`src/rtl/lenet_tops.sv`:
```
// LeNet top-level sequencer: steps five layer engines, picks the argmax class and drives the 7-seg/LED status.
// Optional per-layer watchdog with ERR state when TOPS_TIMEOUT_EN is defined.
//
// state  | meaning
// IDLE   | waiting for a start edge
// C1..F5 | layer engine running, waiting for its done pulse
// ARGMAX | scanning the ten registered scores, one per cycle
// DONE   | class_id valid, held until reset
// ERR    | layer watchdog expired (TOPS_TIMEOUT_EN only), held until reset
module lenet_tops #(
    parameter int SCAN_DIV = 50000,
    parameter int TIMEOUT  = 2000000
) (
    input  logic        sys_clk,
    input  logic        sys_rst,
    input  logic        start,
    input  logic [4:0]  graph,
    output logic [4:0]  img_sel,
    output logic [4:0]  layer_start,
    input  logic [4:0]  layer_done,
    input  logic [79:0] result,
    output logic        c1_finish,
    output logic        c2_finish,
    output logic        c3_finish,
    output logic        f4_finish,
    output logic        f5_finish,
    output logic        lenet_finish,
    output logic [3:0]  class_id,
    output logic [7:0]  an,
    output logic [7:0]  a_to_g,
    output logic [2:0]  led_rgb
);

    typedef enum logic [3:0] {
        S_IDLE, S_C1, S_C2, S_C3, S_F4, S_F5, S_ARGMAX, S_DONE
`ifdef TOPS_TIMEOUT_EN
        , S_ERR
`endif
    } state_t;

    localparam int SCAN_W = (SCAN_DIV > 1) ? $clog2(SCAN_DIV) : 1;

    state_t             state, state_nxt;
    logic               start_q;
    logic               run_go;
    logic [4:0]         pulse_nxt;
    logic [4:0]         layer_bit;
    logic               layer_hit;
    logic [4:0]         finish;
    logic               has_run;
    logic [79:0]        result_q;
    logic [3:0]         scan_idx;
    logic signed [7:0]  best;
    logic signed [7:0]  cur;
    logic [3:0]         best_idx;
    logic               take;
    logic [SCAN_W-1:0]  scan_cnt;
    logic [2:0]         digit;
    logic [3:0]         tens, units;
    logic [7:0]         seg;

`ifdef TOPS_TIMEOUT_EN
    localparam int TMR_W = (TIMEOUT > 2) ? $clog2(TIMEOUT) : 1;
    logic [TMR_W-1:0]   tmr;

    // Down-counter reloads on every state change, so each layer gets a fresh budget.
    always_ff @(posedge sys_clk) begin
        if (sys_rst) begin
            tmr <= TMR_W'(TIMEOUT - 1);
        end else if (state_nxt != state) begin
            tmr <= TMR_W'(TIMEOUT - 1);
        end else if (tmr != '0) begin
            tmr <= tmr - 1'b1;
        end
    end
`endif

    assign run_go = (state == S_IDLE) && start && !start_q;

    always_comb begin
        state_nxt = state;
        pulse_nxt = '0;
        layer_bit = '0;
        layer_hit = 1'b0;
        case (state)
            S_IDLE: begin
                if (run_go) begin
                    state_nxt = S_C1;
                    pulse_nxt = 5'b00001;
                end
            end
            S_C1, S_C2, S_C3, S_F4, S_F5: begin
                layer_bit = 5'b00001 << (state - S_C1);
                layer_hit = |(layer_done & layer_bit);
                if (layer_hit) begin
                    state_nxt = state_t'(state + 4'd1);
                    pulse_nxt = (state == S_F5) ? 5'b00000 : (layer_bit << 1);
                end
`ifdef TOPS_TIMEOUT_EN
                else if (tmr == '0) begin
                    state_nxt = S_ERR;
                end
`endif
            end
            S_ARGMAX: begin
                if (scan_idx == 4'd9) state_nxt = S_DONE;
            end
            default: ;
        endcase
    end

    // Scores shift down one byte per ARGMAX cycle; strict compare keeps the lower index on ties.
    assign cur  = result_q[7:0];
    assign take = (scan_idx == 4'd0) || (cur > best);

    always_ff @(posedge sys_clk) begin
        if (sys_rst) begin
            state       <= S_IDLE;
            start_q     <= 1'b0;
            layer_start <= '0;
            finish      <= '0;
            class_id    <= '0;
            img_sel     <= '0;
            has_run     <= 1'b0;
            result_q    <= '0;
            scan_idx    <= '0;
            best        <= '0;
            best_idx    <= '0;
        end else begin
            state       <= state_nxt;
            start_q     <= start;
            layer_start <= pulse_nxt;
            if (run_go) begin
                img_sel  <= graph;
                finish   <= '0;
                class_id <= '0;
                has_run  <= 1'b1;
            end
            if (layer_hit) finish <= finish | layer_bit;
            if (state == S_F5 && layer_hit) begin
                result_q <= result;
                scan_idx <= '0;
            end
            if (state == S_ARGMAX) begin
                result_q <= {8'h00, result_q[79:8]};
                scan_idx <= scan_idx + 4'd1;
                if (take) begin
                    best     <= cur;
                    best_idx <= scan_idx;
                end
                if (scan_idx == 4'd9) class_id <= take ? scan_idx : best_idx;
            end
        end
    end

    assign {f5_finish, f4_finish, c3_finish, c2_finish, c1_finish} = finish;
    assign lenet_finish = (state == S_DONE);

    always_comb begin
        case (state)
            S_IDLE:  led_rgb = 3'b000;
            S_DONE:  led_rgb = 3'b010;
`ifdef TOPS_TIMEOUT_EN
            S_ERR:   led_rgb = 3'b100;
`endif
            default: led_rgb = 3'b001;
        endcase
    end

    always_ff @(posedge sys_clk) begin
        if (sys_rst) begin
            scan_cnt <= '0;
            digit    <= '0;
        end else if (scan_cnt == SCAN_W'(SCAN_DIV - 1)) begin
            scan_cnt <= '0;
            digit    <= digit + 3'd1;
        end else begin
            scan_cnt <= scan_cnt + 1'b1;
        end
    end

    function automatic logic [7:0] hex7(input logic [3:0] v);
        case (v)
            4'h0: hex7 = 8'hC0;  4'h1: hex7 = 8'hF9;  4'h2: hex7 = 8'hA4;  4'h3: hex7 = 8'hB0;
            4'h4: hex7 = 8'h99;  4'h5: hex7 = 8'h92;  4'h6: hex7 = 8'h82;  4'h7: hex7 = 8'hF8;
            4'h8: hex7 = 8'h80;  4'h9: hex7 = 8'h90;  4'hA: hex7 = 8'h88;  4'hB: hex7 = 8'h83;
            4'hC: hex7 = 8'hC6;  4'hD: hex7 = 8'hA1;  4'hE: hex7 = 8'h86;  default: hex7 = 8'h8E;
        endcase
    endfunction

    always_comb begin
        if (img_sel >= 5'd30) begin
            tens  = 4'd3;
            units = 4'(img_sel - 5'd30);
        end else if (img_sel >= 5'd20) begin
            tens  = 4'd2;
            units = 4'(img_sel - 5'd20);
        end else if (img_sel >= 5'd10) begin
            tens  = 4'd1;
            units = 4'(img_sel - 5'd10);
        end else begin
            tens  = 4'd0;
            units = img_sel[3:0];
        end
    end

    always_comb begin
        seg = 8'hFF;
        case (digit)
            3'd0: begin
                if (state == S_DONE) seg = hex7(class_id);
`ifdef TOPS_TIMEOUT_EN
                else if (state == S_ERR) seg = 8'h86;
`endif
            end
            3'd6: if (has_run) seg = hex7(units);
            3'd7: if (has_run) seg = hex7(tens);
            default: ;
        endcase
    end

    assign an     = ~(8'b0000_0001 << digit);
    assign a_to_g = seg;

endmodule

```
`config.mk`:
```
export PLATFORM = sky130hd
export DESIGN_NAME = lenet_tops
export DESIGN_NICKNAME = d
export VERILOG_FILES = /design/src/rtl/lenet_tops.sv
export SDC_FILE = /design/constraint.sdc
export NUM_CORES = 1
export LEC_CHECK = 0
export ABC_AREA = 1
export CORE_MARGIN = 2
export CORE_UTILIZATION = 45
export DETAILED_ROUTE_END_ITERATION = 6
export PLACE_DENSITY = 0.7
export REMOVE_ABC_BUFFERS = 1
export SYNTH_ARGS = -nofsm -noshare
export SYNTH_HDL_FRONTEND = slang
export SYNTH_SLANG_ARGS = --single-unit
```
`constraint.sdc`:
```
create_clock -name sys_clk -period 4.3 [get_ports sys_clk]
set_clock_uncertainty 0.15 [all_clocks]
set_input_delay 1.29 -clock sys_clk [delete_from_list [all_inputs] [get_ports sys_clk]]
set_output_delay 1.29 -clock sys_clk [all_outputs]
set_load 0.03 [all_outputs]
```
Word-level counts from Yosys, hierarchy flattened:

Memories as Yosys holds them, arrays and structs flattened. A register that Yosys moved wholly into a read port is not among the register bits.
Index checks and enable logic that the tools add are counted.

* register bits: 140
* memory bits (read-only): 336
* input bits: 93
* output and inout port bits: 39
* logic and storage cells: 97
* memories kept: 3

Memories
* (no name shown): depth 16, bits a word 7, read ports 1, clocked after Yosys merged registers in 1, wr ports 0, RTL line 183 `case (v)`
* (no name shown): depth 16, bits a word 7, read ports 1, clocked after Yosys merged registers in 0, wr ports 0, RTL line 183
* (no name shown): depth 16, bits a word 7, read ports 1, clocked after Yosys merged registers in 0, wr ports 0, RTL line 183

* add/subtract/negate cells: 8
* magnitude comparators: 4
* eq/ne operators: 14
* shift operators: 2
* multiplexer cells: 32
* bitwise logic cells: 3
* reduce and logical (&&, ||, !) cells: 17

Operators with widths (count)
* 72-bit 2-to-1 mux: 2
* 4-bit 2-to-1 mux: 13
* 5-bit 2-to-1 mux: 5
* 8-bit 2-to-1 mux: 3
* 8-bit one-hot mux with 3 select lines: 1
* 16-bit by 1-bit adder with 16-bit output (second input constant): 1
* 16-bit equality test (second input constant): 1
* 4-bit by 3-bit equality test with 1-bit output (second input constant): 4
* 4-bit one-hot mux with 3 select lines: 1
* 5-bit greater-or-equal comparator (second input constant): 2
* 5-bit one-hot mux with 2 select lines: 1
* 5-bit OR reduction: 2
* 4-bit by 1-bit adder with 4-bit output (second input constant): 2
* 4-bit by 2-bit equality test with 1-bit output (second input constant): 2
* 8-bit > comparator: 1
* 4-bit zero test: 2
* 8-bit NOT: 1
* 1-bit by 3-bit << shifter with 8-bit output (first input constant): 1
* 4-bit subtractor (second input constant): 2
* 3-bit equality test (second input constant): 2
* 2-bit inequality test (second input constant): 3
* 5-bit AND: 1
* 5-bit by 4-bit greater-or-equal comparator with 1-bit output (second input constant): 1
* 5-bit bitwise OR: 1
* 18 further kinds: 25

Depth between registers and ports, before layout:

* word-level depth: 8
* gate-level depth with buffers: 24
* depth with buffers taken out: 24

Worst setup path before layout:

OpenSTA, ideal clock, no wires.

* path type: register to output
* from: register img_sel[1]
* to: output a_to_g[3]
* arrival time: 2.753 ns
* required time: 2.860 ns
* path slack: 0.107 ns
* cell stages (with the launch flop): 14
* path buffers: 0
* cell sequence: dfxtp_1 > inv_1 > ha_1 > or2_2 > nand2_1 > nand2_1 > nand2_1 > xor2_1 > inv_1 > ha_1 > o21ai_0 > nor2_1 > o21ai_0 > nand2_1

* cells in the longest elaborated chain, start to end: 7
* elaborated cells on any way between the ends: 17
* those cells by class: 3 x add/sub; 3 x order compare; 9 x mux; 2 x memory

Ends and longest elaborated chain
* from (decl): RTL line 18 `output logic [4:0] img_sel,`
* from (signal assigned): RTL line 134 `img_sel <= graph;`
* 4-bit subtractor / 5-bit by 4-bit greater-or-equal comparator with 1-bit output (equally long branches): RTL line 200, 198
* 4-bit 2-to-1 mux / 1-bit 2-to-1 mux (equally long branches): RTL line 198 `end else if (img_sel >= 5'd10) begin`
* 4-bit 2-to-1 mux / 2-bit 2-to-1 mux (equally long branches): RTL line 195 `end else if (img_sel >= 5'd20) begin`
* 4-bit 2-to-1 mux / 2-bit 2-to-1 mux (equally long branches): RTL line 192 `if (img_sel >= 5'd30) begin`
* memory read 16 x 7 bit
* 8-bit 2-to-1 mux, on equally long branches: RTL line 216, 217
* 8-bit one-hot mux with 3 select lines (*): RTL line 209 `case (digit)`
* to (decl): RTL line 30 `output logic [7:0] a_to_g,`

Every way passes the cells marked *; elsewhere a longest branch is shown, timed or not.

Worst setup path in the final report:

* from: register img_sel[1]
* to: output a_to_g[6]

Same word-level chain as after synthesis.

==> metrics.txt <==
outcome finished clean; largest net degree at the start of global routing 103; worst hold path type flip-flop to flip-flop; GR Overflow Total 0; Crit path top cell by count nand2_1; DR DRC count 0; Initial Utilization 0.457; most frequent cells in the layout nand2_1 (211), nand3_1 (190), dfxtp_1 (146); Post-Syn Instances around 1000; clock root buffer master clkbuf_16; Seq/Total Area, Yosys 0.393; total power a little under 4 mW; Worst-Margin Slew 0.855 ns; Max VDD drop 0.000269 V; commonest non-fill, non-tap cell in the layout nand2_1; Crit Path Class flip-flop to primary output; H-Tree Depth 4; die area approximately 0.018 sq mm; Placed Area 0.00889 sq mm; Final #Nets 1272; vias 7095; WL/cell about 13 microns; WHS Endpoint result_q[74]; first-pass GRT wire length roughly 30 mm; WP buf/inv 3; CP Launch Type flip-flop; worst-case headroom to the max-slew limit 0.430; Mapped Area between 0.007 and 0.008 sq mm; Hold Buf Count CTS 0; number of cells on the critical path 16; Placer Congestion around 0.91; IO Port Bufs around 130; antenna violations before repair 2; Worst-Skew Late Latency 0.42 ns; vias in the first global route approximately 6600; Ys Warns 0; fillcell total 1571; syn_area_per_cell roughly 7.3 sq um; PD cells slightly above 400 mW/mm^2; Top delay family on crit path simple AND/OR/NAND/NOR gates; Worst Path Arrival 2.68 ns; Routed WL around 18 mm; vias per inst just over 5; Reg2Reg Setup Slack around 1.1 ns; CP Capture Type primary output; EDFF count, synth 0; Layout area overhead 26.9%; Primary FF master, synth dfxtp_1; I/O pin count around 130; Final Non-Filler Cells between 1000 and 1500; critical path data required time approximately 2.9 ns; Final Hold Vio Count 0; std cell rows 47; Leakage Power about 3.7 nW; die span in x 133 microns; critical path's largest stage delay around 0.32 ns; die height roughly 130 microns; Finish-stage setup viols 0; Initial DRC Count between 300 and 400; Max Clk Rate 0.243 GHz; post-route ant nets 0; clock transition at the registers of the reported paths ~0.060 ns; Reg2Reg Launch Point state[0]; total track usage 0.204; CTS buffer count 17; final instance area between 0.009 and 0.01 sq mm; min Tclk post-route about 4.1 ns; Crit-path slowest cell dfxtp_2; drt pass-1 iters 5; share of cells above drive strength 1 0.0732; CTS tree done; Max Root-Sink Buffers 2; Yosys reg bits between 100 and 150; Placeable Area between 0.015 and 0.02 sq mm; worst reg2reg path depth 16; Yosys cell types 38; hold path cells 2; Async S/R FF share, synth 0; # placed instances approximately 1300; clock sink count around 150; post-layout util 0.579; DP HPWL between 10 and 15 mm; max_cap viols 0; Worst Hold Launch result_q[74]; Tcrit/Tclk final 0.959; final slew viol count 0; Critical Path, Cell by Cell buf_4 -> ha_1 -> a31oi_1 -> nand2_2 -> nand2_1 -> nand2_2 -> xor2_2 -> inv_2 -> ha_1 -> nand3_2 -> o21ai_0 -> nand2_1 -> nand3_1 -> nand2_1 -> nand2_1 -> buf_2; CP Max Fanout 5
==> through the flow <==
step | TNS (ns) | setup WS, ns | hold WS [ns]
CTS | -0.0665 | -0.0665 | 0.298
global route | -0.0551 | -0.0422 | 0.310
floorplan | -0.804 | -0.162 | 0.268
detailed placement | 0 | 0.00529 | 0.289
global placement | 0 | 0.0580 | 0.281
finish | 0 | 0.177 | 0.292
==> flip-flops by register name (all words and copies together) (netlist names), named ones only <==
register / flops
scan_idx: 4
layer_start: 5
best: 8
best_idx: 4
class_id: 4
state: 4
has_run: 1
finish: 5
digit: 3
img_sel: 5
start_q: 1
scan_cnt: 16
result_q: 80
==> cell usage after synthesis, types with 2 or more instances <==
cell type	instances	area (sq um)
nand2_2	2	12.5
dfxtp_1	147	2940
o21ai_0	48	240
o211a_1	6	60.1
nor2_4	3	33.8
inv_1	80	300
clkinv_1	2	7.51
clkbuf_1	29	109
nor3_1	10	50.1
conb_1	2	7.51
a21oi_1	52	260
nor3b_1	2	15.0
inv_2	4	15.0
a31oi_1	72	450
nand3b_1	4	30.0
nand3_1	191	956
nor4_1	4	25.0
buf_4	18	135
nand2_1	214	803
nor2_1	54	203
xor2_1	5	43.8
buf_1	7	26.3
o21ai_1	5	25.0
ha_1	43	538
buf_2	4	20.0
or2_2	6	37.5
nand4_1	7	43.8
==> tightest hold or removal path: stages, from the launching register on <==
cell     delay (ns)
dfxtp_1        0.31
inv_1          0.04
a21oi_1        0.05
==> final cells by class <==
type,count,area (sq um),area share
multi-input cells,739,3950,0.415
flip-flops and latches,147,2940,0.310
repair buffers,144,1400,0.147
clock buffers,19,443,0.0466
inverters,87,332,0.0349
well taps,220,275,0.0290
clock inverters,12,158,0.0166
diodes,2,5.00,0.000527
==> metal layers <==
layer,wire [microns],global-route usage
met1,8090,0.258
met2,7840,0.322
met3,1350,0.0743
met4,218,0.0723
met5,11,0
==> report_power, final <==
part	internal [mW]	switching [mW]	total, mW	leakage (nW)
sequential	1.42	0.0436	1.46	1.19
clock	0.926	0.566	1.49	0.285
combinational	0.363	0.587	0.949	2.20
total	2.70	1.20	3.90	3.67
==> cell families after synthesis <==
logic type                 synth area share
DFF                                   0.393
AOI/OAI and AO/OA                     0.143
and+or+nand+nor                       0.301
xor gates and xnor gates            0.00584
other                               0.00100
adders and majority gates            0.0718
buffers and inverters                0.0842
==> repair_timing <==
| action | in CTS | in global routing |
|---|---|---|
| buffers inserted | 0 | 0 |
| setup endpoints to repair | 5 | 7 |
| gates cloned | 0 | 0 |
| pin swaps | 0 | 3 |
| gates resized for setup | 14 | 24 |
==> worst max-delay path by stage <==
stage,start,end,slack [ns]
after floorplan,state[0],state[1],-0.16
after global placement,img_sel[2],a_to_g[3],0.06
after detailed placement,img_sel[2],a_to_g[3],0.005
after CTS,img_sel[2],a_to_g[3],-0.07
after global routing,img_sel[1],a_to_g[6],-0.04
final,img_sel[1],a_to_g[6],0.18
Power figures use the tool's default switching activity.
